==> config.mk <==
export PLATFORM = sky130hd
export DESIGN_NAME = minirv_decode_stage
export DESIGN_NICKNAME = d
export VERILOG_FILES = /design/src/rtl/minirv_decode_stage.sv
export SDC_FILE = /design/constraint.sdc
export NUM_CORES = 1
export LEC_CHECK = 0
export ABC_CLOCK_PERIOD_IN_PS = 2200
export CAP_MARGIN = 30
export CORE_ASPECT_RATIO = 1.5
export CORE_MARGIN = 8
export CORE_UTILIZATION = 42
export CTS_CLUSTER_SIZE = 30
export DETAILED_ROUTE_END_ITERATION = 8
export PLACE_DENSITY = 0.79
export SETUP_SLACK_MARGIN = 0.02
export SLEW_MARGIN = 10
export SYNTH_ARGS = -nofsm -noshare
export SYNTH_HDL_FRONTEND = slang
export SYNTH_SLANG_ARGS = --single-unit
==> constraint.sdc <==
create_clock -name clk -period 2.2 [get_ports clk]
set_input_delay 0.22 -clock clk [delete_from_list [all_inputs] [get_ports clk]]
set_output_delay 0.22 -clock clk [all_outputs]
set_load 0.05 [all_outputs]
==> src/rtl/minirv_decode_stage.sv <==
// minirv_decode_stage: registered miniRV decoder behind a valid/ready handshake.
// Define MINIRV_EXT_EN to add the extended ALU/shift/branch/jal op set.
module minirv_decode_stage #(
    parameter int XLEN  = 32,
    parameter int CNT_W = 16,
`ifdef MINIRV_EXT_EN
    localparam int OP_W = 18
`else
    localparam int OP_W = 8
`endif
) (
    input  logic             clk,
    input  logic             rst,
    input  logic             in_valid,
    output logic             in_ready,
    input  logic [31:0]      in_instr,
    input  logic [XLEN-1:0]  in_pc,
    input  logic             flush,
    output logic             out_valid,
    input  logic             out_ready,
    output logic [XLEN-1:0]  out_pc,
    output logic [OP_W-1:0]  out_op,
    output logic [4:0]       out_rd,
    output logic [4:0]       out_rs1,
    output logic [4:0]       out_rs2,
    output logic             out_rd_we,
    output logic [XLEN-1:0]  out_imm,
    output logic             out_illegal,
    input  logic             cnt_clr,
    output logic [CNT_W-1:0] illegal_cnt
);

    logic [6:0]      opc;
    logic [2:0]      f3;
    logic [6:0]      f7;
    logic [4:0]      rd;
    logic            accept;
    logic [OP_W-1:0] op_d;
    logic [XLEN-1:0] imm_d;
    logic            we_d;
    logic            ill_d;
    logic            valid_q;
    logic [XLEN-1:0] pc_q;
    logic [OP_W-1:0] op_q;
    logic [4:0]      rd_q;
    logic [4:0]      rs1_q;
    logic [4:0]      rs2_q;
    logic            we_q;
    logic [XLEN-1:0] imm_q;
    logic            ill_q;
    logic [CNT_W-1:0] cnt_q;
    logic [CNT_W-1:0] cnt_d;

    assign opc = in_instr[6:0];
    assign f3  = in_instr[14:12];
    assign f7  = in_instr[31:25];
    assign rd  = in_instr[11:7];

    assign in_ready = !flush && (!valid_q || out_ready);
    assign accept   = in_valid && in_ready;

    // Classify the instruction into a one-hot op vector.
    always_comb begin
        op_d    = '0;
        op_d[0] = (opc == 7'h33) && (f3 == 3'b000) && (f7 == 7'h00);
        op_d[1] = (opc == 7'h13) && (f3 == 3'b000);
        op_d[2] = (opc == 7'h37);
        op_d[3] = (opc == 7'h03) && (f3 == 3'b010);
        op_d[4] = (opc == 7'h03) && (f3 == 3'b100);
        op_d[5] = (opc == 7'h23) && (f3 == 3'b010);
        op_d[6] = (opc == 7'h23) && (f3 == 3'b000);
        op_d[7] = (opc == 7'h67) && (f3 == 3'b000);
`ifdef MINIRV_EXT_EN
        op_d[8]  = (opc == 7'h33) && (f3 == 3'b000) && (f7 == 7'h20);
        op_d[9]  = (opc == 7'h33) && (f3 == 3'b111) && (f7 == 7'h00);
        op_d[10] = (opc == 7'h33) && (f3 == 3'b110) && (f7 == 7'h00);
        op_d[11] = (opc == 7'h33) && (f3 == 3'b100) && (f7 == 7'h00);
        op_d[12] = (opc == 7'h13) && (f3 == 3'b001) && (f7 == 7'h00);
        op_d[13] = (opc == 7'h13) && (f3 == 3'b101) && (f7 == 7'h00);
        op_d[14] = (opc == 7'h13) && (f3 == 3'b101) && (f7 == 7'h20);
        op_d[15] = (opc == 7'h63) && (f3 == 3'b000);
        op_d[16] = (opc == 7'h63) && (f3 == 3'b001);
        op_d[17] = (opc == 7'h6F);
`endif
    end

    // Pick the immediate format and rd write enable from the decoded op.
    always_comb begin
        imm_d = '0;
        we_d  = 1'b0;
        ill_d = ~|op_d;
        unique case (1'b1)
            op_d[1], op_d[3], op_d[4], op_d[7]:
                imm_d = XLEN'($signed(in_instr[31:20]));
            op_d[5], op_d[6]:
                imm_d = XLEN'($signed({in_instr[31:25], in_instr[11:7]}));
            op_d[2]:
                imm_d = XLEN'($signed({in_instr[31:12], 12'b0}));
`ifdef MINIRV_EXT_EN
            op_d[12], op_d[13], op_d[14]:
                imm_d = XLEN'(in_instr[24:20]);
            op_d[15], op_d[16]:
                imm_d = XLEN'($signed({in_instr[31], in_instr[7],
                                       in_instr[30:25], in_instr[11:8],
                                       1'b0}));
            op_d[17]:
                imm_d = XLEN'($signed({in_instr[31], in_instr[19:12],
                                       in_instr[20], in_instr[30:21],
                                       1'b0}));
`endif
            default: imm_d = '0;
        endcase
`ifdef MINIRV_EXT_EN
        we_d = (|op_d[4:0] || op_d[7] || |op_d[14:8] || op_d[17])
               && (rd != 5'd0);
`else
        we_d = (|op_d[4:0] || op_d[7]) && (rd != 5'd0);
`endif
    end

    // Saturating illegal counter; a clear wins but still counts this cycle.
    always_comb begin
        cnt_d = cnt_q;
        if (cnt_clr) begin
            cnt_d = (accept && ill_d) ? CNT_W'(1) : '0;
        end else if (accept && ill_d && (cnt_q != '1)) begin
            cnt_d = cnt_q + CNT_W'(1);
        end
    end

    // Output register: load on accept, drop on flush or drain, else hold.
    always_ff @(posedge clk) begin
        if (rst) begin
            valid_q <= 1'b0;
            pc_q    <= '0;
            op_q    <= '0;
            rd_q    <= '0;
            rs1_q   <= '0;
            rs2_q   <= '0;
            we_q    <= 1'b0;
            imm_q   <= '0;
            ill_q   <= 1'b0;
        end else if (flush) begin
            valid_q <= 1'b0;
        end else if (accept) begin
            valid_q <= 1'b1;
            pc_q    <= in_pc;
            op_q    <= op_d;
            rd_q    <= rd;
            rs1_q   <= in_instr[19:15];
            rs2_q   <= in_instr[24:20];
            we_q    <= we_d;
            imm_q   <= imm_d;
            ill_q   <= ill_d;
        end else if (out_ready) begin
            valid_q <= 1'b0;
        end
    end

    // Illegal counter register.
    always_ff @(posedge clk) begin
        if (rst) begin
            cnt_q <= '0;
        end else begin
            cnt_q <= cnt_d;
        end
    end

    assign out_valid   = valid_q;
    assign out_pc      = pc_q;
    assign out_op      = op_q;
    assign out_rd      = rd_q;
    assign out_rs1     = rs1_q;
    assign out_rs2     = rs2_q;
    assign out_rd_we   = we_q;
    assign out_imm     = imm_q;
    assign out_illegal = ill_q;
    assign illegal_cnt = cnt_q;

endmodule
# --- Word-level counts from Yosys, hierarchy flattened ---
# Cells that the tools add are included.
word_totals:
  reg_bits: 106
  input_bits: 70
  out_inout_bits: 107
  elab_cells: 56
op_classes:
  add_sub_neg: 1
  n_eq_ne: 9
  n_mux: 6
  bitwise_logic: 1
  n_reduce_logical: 29
op_table:
  columns: ["cell", "count"]
  rows:
  - ["$pmux 32 s3", 1]
  - ["$mux 16", 2]
  - ["$eq 7x6->1 const B", 3]
  - ["$add 16x1->16 const B", 1]
  - ["$ne 16x16->1 const B", 1]
  - ["$logic_and 1x1->1", 13]
  - ["$reduce_or 8->1", 1]
  - ["$eq 7x2->1 const B", 1]
  - ["$eq 7x5->1 const B", 1]
  - ["$eq 7x7->1 const B", 1]
  - ["$logic_not 7->1", 1]
  - ["$reduce_bool 5->1", 1]
  - ["$reduce_or 5->1", 1]
  - ["$reduce_bool 2->1", 2]
  - ["$reduce_or 2->1", 2]
  - ["$reduce_or 4->1", 1]
  - ["$eq 3x2->1 const B", 1]
  - ["$eq 3x3->1 const B", 1]
  - ["$logic_not 1->1", 3]
  - ["$logic_not 3->1", 1]
  - ["$mux 1", 3]
  - ["$logic_or 1x1->1", 2]
  - ["$reduce_and 2->1", 1]
  - ["$not 1->1", 1]

# --- Logic depth before layout (Yosys ltp) ---
# Gate-level depths: netlist (run 1).
logic_depth:
  ltp_word: 9
  mapped_depth: 9
  mapped_depth_nobuf: 6

# --- Least setup slack after synthesis (run 1) ---
# No wires, ideal clock.
synth_timing:
  path_kind: "register to register"
  start: "reg valid_q, in the netlist out_valid"
  end: "reg imm_q[15], in the netlist out_imm[15]"
  setup_time_ns: 0.132
  arrival_time_ns: 2.242
  t_required_ns: 2.068
  setup_slack_ns: -0.174
  stages_incl_launch_ff: 8
  n_path_buf: 2
  synth_period_minus_slack_ns: 2.374
  path_cell_list: "dfxtp_1 > nor2b_1 > nor2_1 > nand2_1 > clkbuf_1 > clkbuf_1 > a22oi_1 > a21oi_1"
synth_via:
  elab_chain_cells: 5
synth_rtl:
  columns: ["element", "line_no", "rtl"]
  rows:
  - ["from (decl)", "42", "logic valid_q;"]
  - ["from (signal assigned)", "134", "valid_q <= 1'b0;"]
  - ["from (signal assigned)", "144", "valid_q <= 1'b0;"]
  - ["from (signal assigned)", "146", "valid_q <= 1'b1;"]
  - ["$logic_not 1->1", "59", "assign in_ready = !flush && (!valid_q || out_ready);"]
  - ["$logic_or 1x1->1", "59", null]
  - ["$logic_and 1x1->1", "59", null]
  - ["net in_ready", "15", "output logic in_ready,"]
  - ["$logic_and 1x1->1", "60", "assign accept = in_valid && in_ready;"]
  - ["$reduce_and 2->1 (no line)", null, null]
  - ["to (signal assigned)", "153", "imm_q <= imm_d;"]
  - ["to (decl)", "49", "logic [XLEN-1:0] imm_q;"]
# The timed path passes the listed nets, and every way through them passes these cells.
# A chain may end at the register's enable or synchronous reset.

# --- Worst setup path in the final report (run 1) ---
layout_timing:
  start: "in in_instr[14]"
  end: "reg cnt_q[9], in the netlist illegal_cnt[9]"
layout_via:
  elab_chain_cells: 8
  word_cells_on_any_way: 16
layout_rtl:
  columns: ["element", "line_no", "rtl"]
  rows:
  - ["from (decl)", "16", "input logic [31:0] in_instr,"]
  - ["$logic_not 3->1", null, null]
  - ["$logic_and 1x1->1 (2 in a row)", "65", "op_d[0] = (opc == 7'h33) && (f3 == 3'b000) && (f7 == 7'h00);"]
  - ["$reduce_or 8->1 (*)", "91", "ill_d = ~|op_d;"]
  - ["$logic_not 1->1 (*)", "91", null]
  - ["$logic_and 1x1->1 (*) (2 in a row)", "126", "end else if (accept && ill_d && (cnt_q != '1)) begin"]
  - ["$reduce_bool 2->1 (no line) (*)", null, null]
  - ["to (signal assigned)", "165", "cnt_q <= cnt_d;"]
  - ["to (decl)", "51", "logic [CNT_W-1:0] cnt_q;"]
# Every way passes the cells marked *; elsewhere a longest branch is shown, timed or not.

==> metrics.csv, run 1 <==
metric;value;unit
timing.rr.start;illegal_cnt[0];
synth_top_family_by_area;simple AND/OR/NAND/NOR gates;
setup_tns;0;ps
num_io_pins;177;
ys_async_sr_fraction;0;%
worst_hold_depth;2;
h_tree_level_count;3;
synthesis.yosys.warnings;0;
post_drt_via_cell_ratio;5.33;
grt_pass1_wl;21.7;mm
grt_antenna_before_repair;0;
finalWorstSetupSlack;91.2;ps
global_route.usage.total;19.9;%
worst_ep_required_time;2480;ps
detail_route.iter0.violations;192;
cell_with_the_most_instances_on_the_worst_path;or3_4;
synthFlopType;dfxtp_1;
postSynthRegisterBits;106;
worst_pin_slew;561;ps
setup.reg_to_reg.worst_slack;140;ps
design_area;0.00658;sq mm
slowest_stage;clkdlybuf4s50_1;
max_cap_viol_count;0;
clock_tree_from_tritoncts;done;
fin_worst_skew;3.40;ps
post_synth_xor_area_fraction;2.11;%
synth_fa_ha_area_share;0.301;%
ctsLongestPathBuffers;2;
io_buffers;176;
route.final.wire_length;14.0;mm
path_max_fanout;5;
final.hold.worst_slack;261;ps
design.die.area;0.0134;sq mm
vias_after_detailed_routing;4335;
placement.setup.worst_slack;-223;ps
synth_compound_area_share;18.1;%
die_w;97.2;um
flow.area_growth_from_synthesis;58.3;%
hold_path_startpoint;rst;
relSlewSlack;62.5;%
tritoncts_num_sinks;106;
routedWlPerCell;17.2;um
final_net_count;764;
core_outline_area;0.00963;sq mm
post_cts_buffers;0;
grt_remaining_overflow;0;
drtPass1Iterations;5;
die_h;138;um
cellLeakagePower;2.36;nW
timing.critical_path.from_type;primary input;
yosysSeqAreaShare;51.0;%
worst_setup_hold_path_clk_slew;70;ps
dpl.hpwl;10.7;mm
clk_latency;340;ps
hp-class;primary input to register;
yosysTopAreaCellShare;51.0;%
timing.critical_path.cells;clkdlybuf4s50_1 > nand4bb_1 > nor4_1 > or3_4 > or3_4 > or3_1 > a21oi_1;
synth_area_leaders;dfxtp_1 51%, nand2_1 10%, a21oi_1 9.8%;
floorplan.initialDensity;43.2;%
muxShareOfSynthArea;0.481;%
critPathMaxStageDelay;550;ps
drive_gt1_share;10.9;%
powerDensity;628;mW/mm^2
synth_simple_gate_area_share;24.0;%
cts_root_buf;clkbuf_16;
syn_nets;571;
syn-cell-area;0.00416;sq mm
status;complete, no violations;
synth_cell_types;41;
ir_worst_vdd;0.500;mV
route.antenna.remaining_nets;0;
postCtsHoldBufs;0;
timing.final.setup_violations;0;
synth_common_cells;111 x nand2_1, 106 x dfxtp_1, 81 x a21oi_1;
grt_pass1_vias;4281;
kind_of_critical_path;primary input to register;
minimum_period_implied_by_the_final_worst_setup_slack;2110;ps
syn_area_per_cell;8.32;sq um
placed_cells_incl_taps;797;
synth_cells;500;
hold_path_end;out_illegal;
numCtsBuffers;9;
synth.most_common_cell;nand2_1;
report.final.slew_viol_count;0;
grt_start_max_net_pins;58;
n_fill_cell;781;
timing.rr.end;illegal_cnt[9];
worst_r2r_path_depth;6;
dpl-instance-area;0.00629;sq mm
synth_edf_count;0;
placement_rows;44;
diodes;0;
synth_top_cell_by_area;dfxtp_1;
worst-endpoint-arrival;2380;ps
fin_cells;813;
crit_path_end_kind;register;
gpl.final_weighted_congestion;0.910;
grt_setup_unrepaired;true;
drc_errors;0;
timing.fmax;474;MHz
hold_violations;0;
finalCritPeriodShare;95.9;%
metrics by stage:
stage,power [W],utilization (%)
5_1_grt,0.00429,68.3
2_1_floorplan,0.00236,-
3_5_place_dp,0.00269,65.3
4_1_cts,0.00417,68.1
3_3_place_gp,0.00268,65.3
6_report,0.00413,68.3
placed cells by master, fill, tap and decap left out, types with 6 or more instances in the layout:
| cell type | instances |
|---|---|
| a21oi_1 | 81 |
| a22oi_1 | 25 |
| buf_4 | 42 |
| clkbuf_16 | 9 |
| clkdlybuf4s50_1 | 174 |
| dfxtp_1 | 106 |
| nand2_1 | 110 |
| nand3_1 | 6 |
| nor2_1 | 44 |
| nor3_1 | 10 |
| nor4_1 | 12 |
| xnor2_1 | 10 |
what timing repair did:
action,in CTS,in global routing
resized for setup,0,5
endpoints found under the setup margin,0,18
hold endpoints to repair,0,0
worst max-delay path, delay by kind of cell:
kind | cells | cell delay (ps)
buffers and inverters | 1 | 550
and+or+nand+nor | 5 | 1470
AOI/OAI and AO/OA | 1 | 140
report_power, final:
part           internal (W)  switching (W)  leakage (nW)  total [W]
sequential          0.00197      0.0000249         0.860    0.00199
clock              0.000778       0.000710         0.135    0.00149
combinational      0.000272       0.000382          1.36   0.000654
worst max path at each step:
| stage | to | startpoint | slack, ps | cells past startpoint |
|---|---|---|---|---|
| CTS | illegal_cnt[9] | in_instr[2] | 120 | 7 |
| finish | illegal_cnt[9] | in_instr[14] | 90 | 7 |
| detailed placement | out_imm[4] | in_instr[4] | -220 | 7 |
| global placement | illegal_cnt[9] | in_instr[14] | -170 | 7 |
| floorplan | illegal_cnt[2] | illegal_cnt[2] | 30 | 6 |
| global route | out_imm[2] | in_instr[4] | -4 | 7 |
cell families (layout without fill, tap and decap cells):
group                      count (synthesis)  after routing
AOI/OAI and AO/OA                        124            124
xor gates and xnor gates                  10             10
adders and majority gates                  1              1
buffers and inverters                     41            239
DFF                                      106            106
muxes                                      2              2
and+or+nand+nor                          216            216
flip-flops by register name, indices dropped and copies added, names as in the netlist, 5 cells and up:
signal       flops
out_pc          32
out_op           8
out_imm         32
illegal_cnt     16
out_rd           5
out_rs2          5
out_rs1          5
cell type report:
type | instances | area (sq um) | area share [%]
Timing Repair Buffer | 220 | 2130 | 32.3
Sequential cell | 106 | 2120 | 32.2
Multi-Input combinational cell | 353 | 1910 | 29.0
Clock buffer | 11 | 233 | 3.54
Tap cell | 115 | 144 | 2.19
Clock inverter | 5 | 36.3 | 0.551
Inverter | 3 | 11.3 | 0.171
routing by layer:
layer | global-route usage [%] | share of wire, % | vias to the layer above
li1 | - | - | 2126
met1 | 21.1 | 38 | 2016
met2 | 36.2 | 52 | 169
met3 | 4.84 | 6.7 | 24
met4 | 10.5 | 2.9 | 0
met5 | 0 | 0 | -
No activity file was read; power rests on OpenSTA's default activity.
==> run 2: changes to the inputs <==
- CELL_PAD_IN_SITES_DETAIL_PLACEMENT: not set -> 1
- CELL_PAD_IN_SITES_GLOBAL_PLACEMENT: not set -> 2
- CORE_UTILIZATION: 42 -> 23
- PLACE_DENSITY: 0.79 -> not set
- PLACE_DENSITY_LB_ADDON: not set -> 0.1
==> run 2 against run 1 <==
Effect of this change: clock power up 14%; design area rose by 4.9%; non-clock buffer count rose by 13; setup slack lost 16 ps; sequential power barely moved; power grew 6.1%; via count up 2.6%; sequential cell count is the same; register-to-register slack is essentially flat; core utilization is 30 points lower; critical path type unchanged; first-iteration DRC count shrank 7.3%; highest routed layer unchanged; critical endpoint unchanged; maximum frequency is 0.75% lower.
==> metrics.csv, run 2 (synthesis results as in run 1) <==
metric;value;unit;change
die_h;181;um;+31%
dpl.hpwl;13.4;mm;+25%
final_net_count;777;;+1.7%
final_common_cell;clkdlybuf4s50_1;;
clk_latency;350;ps;about the same
num_io_pins;177;;unchanged
cts_root_buf;clkbuf_16;;
grt_antenna_before_repair;0;;unchanged
fin_worst_skew;9.95;ps;+6.55 ps
drc_errors;0;;unchanged
io_buffers;176;;unchanged
placement.setup.worst_slack;-322;ps;-98.8 ps
route.final.wire_length;17.5;mm;+25%
global_route.usage.total;15.2;%;-4.7 points
clock_tree_from_tritoncts;done;;
design.die.area;0.0227;sq mm;+70%
vias_after_detailed_routing;4448;;+2.6%
worst-endpoint-arrival;2410;ps;+30 ps
die_w;126;um;+29%
timing.critical_path.from_type;primary input;;
post-route-util;38.6;%;-30 points
status;complete, no violations;;
n_fill_cell;2140;;+170%
cell_with_the_most_instances_on_the_worst_path;or3_4;;
drive_gt1_share;12.8;%;+1.9 points
hold_path_end;illegal_cnt[11];;
finalWorstSetupSlack;75.3;ps;-15.9 ps
postCtsHoldBufs;0;;unchanged
grt_pass1_wl;27.1;mm;+25%
max_cap_viol_count;0;;unchanged
drtPass1Iterations;4;;-1
minimum_period_implied_by_the_final_worst_setup_slack;2120;ps;+15.9 ps
placed_cells_incl_taps;911;;+14%
grt_pass1_vias;4814;;+12%
worst_ep_required_time;2480;ps;about the same
hp-class;primary input to register;;
fin_cells;928;;+14%
grt_start_max_net_pins;92;;+59%
floorplan.initialDensity;23.3;%;-20 points
timing.fmax;471;MHz;-0.75%
route.antenna.remaining_nets;0;;unchanged
hold_violations;0;;unchanged
grt_setup_unrepaired;true;;
post_drt_via_cell_ratio;4.79;;-10%
grt_remaining_overflow;0;;unchanged
placement_rows;60;;+36%
tritoncts_num_sinks;106;;unchanged
cellLeakagePower;2.50;nW;+6.0%
diodes;0;;unchanged
detail_route.iter0.violations;178;;-7.3%
slowest_stage;clkdlybuf4s50_1;;
hold_path_startpoint;rst;;
path_max_fanout;9;;+4
timing.final.setup_violations;0;;unchanged
relSlewSlack;61.2;%;-1.3 points
timing.rr.end;illegal_cnt[9];;
powerDensity;635;mW/mm^2;+1.1%
ir_worst_vdd;0.294;mV;-41%
worst_hold_depth;4;;+2
core_outline_area;0.0179;sq mm;+85%
worst_setup_hold_path_clk_slew;80;ps;about the same
timing.rr.start;out_valid;;
setup.reg_to_reg.worst_slack;140;ps;about the same
h_tree_level_count;3;;unchanged
worst_pin_slew;580;ps;+19.6 ps
timing.critical_path.cells;clkdlybuf4s50_1 > nand4bb_2 > nor4_1 > or3_4 > or3_4 > or3_1 > a21oi_1;;
setup_tns;0;ps;unchanged
critPathMaxStageDelay;480;ps;-70 ps
routedWlPerCell;18.8;um;+9.3%
crit_path_end_kind;register;;
numCtsBuffers;9;;unchanged
ctsLongestPathBuffers;2;;unchanged
worst_r2r_path_depth;8;;+2
most_used_cells_in_the_layout_excluding_fill_and_tap_cells;169 x clkdlybuf4s50_1, 110 x nand2_1, 106 x dfxtp_1;;
report.final.slew_viol_count;0;;unchanged
gpl.final_weighted_congestion;0.801;;-12%
finalCritPeriodShare;96.6;%;+0.72 points
kind_of_critical_path;primary input to register;;
flow.area_growth_from_synthesis;66.1;%;
[run 2: cell types whose count changed in the layout (fill, tap and decap cells not counted), moves of 2 or more]
cell,previous run,this run
buf_4,42,52
inv_8,0,2
clkdlybuf4s50_1,174,169
dlymetal6s2s_1,0,5
buf_12,3,7
clkinv_4,0,2
inv_6,3,1
clkbuf_1,2,0
[run 2: layout make-up]
cell class	instances	area, sq um	share of cell area, %
Inverter	3	11.3	0.163
Timing Repair Buffer	233	2280	33.1
Tap cell	217	272	3.93
Clock inverter	7	83.8	1.21
Multi-Input combinational cell	353	1910	27.6
Clock buffer	9	225	3.26
Sequential cell	106	2120	30.7
[run 2: per-stage QoR]
step                      hold WS (ps)  total power, W  area, sq um
after floorplan                    299         0.00236         4160
after global placement             442         0.00272         6550
after detailed placement           449         0.00273         6550
after CTS                          277         0.00448         6860
after global routing               287         0.00459         6910
final                              301         0.00438         6910
[run 2: how the worst max path moves through the flow]
stage | to | slack (ps) | startpoint | cells past startpoint
5_1_grt | illegal_cnt[9] | -8 | in_instr[2] | 7
3_5_place_dp | illegal_cnt[9] | -320 | in_instr[2] | 7
3_3_place_gp | illegal_cnt[9] | -210 | in_instr[2] | 7
2_1_floorplan | illegal_cnt[2] | 30 | illegal_cnt[2] | 6
6_report | illegal_cnt[9] | 80 | in_instr[2] | 7
4_1_cts | illegal_cnt[9] | 50 | in_instr[2] | 7
[run 2: critical path: cells and delay by family]
family | cells | cell delay [ps]
compound gates | 1 | 160
buf+inv | 1 | 480
simple gates | 5 | 1550
[run 2: what timing repair did]
action                                  4_1_cts  5_1_grt
gates resized for setup                       0        8
endpoints found under the setup margin        0       19
buffers inserted                              0        0
[run 2: metal layers]
metal / vias to the layer above / part of all wire [%] / GRT usage [%]
li1: 2148 / - / -
met1: 2164 / 36 / 14.9
met2: 121 / 56 / 29.0
met3: 15 / 6.8 / 5.30
met4: 0 / 1.2 / 4.93
met5: - / 0 / 0
[run 2: power breakdown]
group          internal [W]  switching (W)  total (W)  leakage [nW]
registers           0.00197      0.0000243    0.00199         0.860
clock network      0.000907       0.000795    0.00170         0.154
logic              0.000291       0.000402   0.000692          1.48
total               0.00316        0.00122    0.00438          2.50
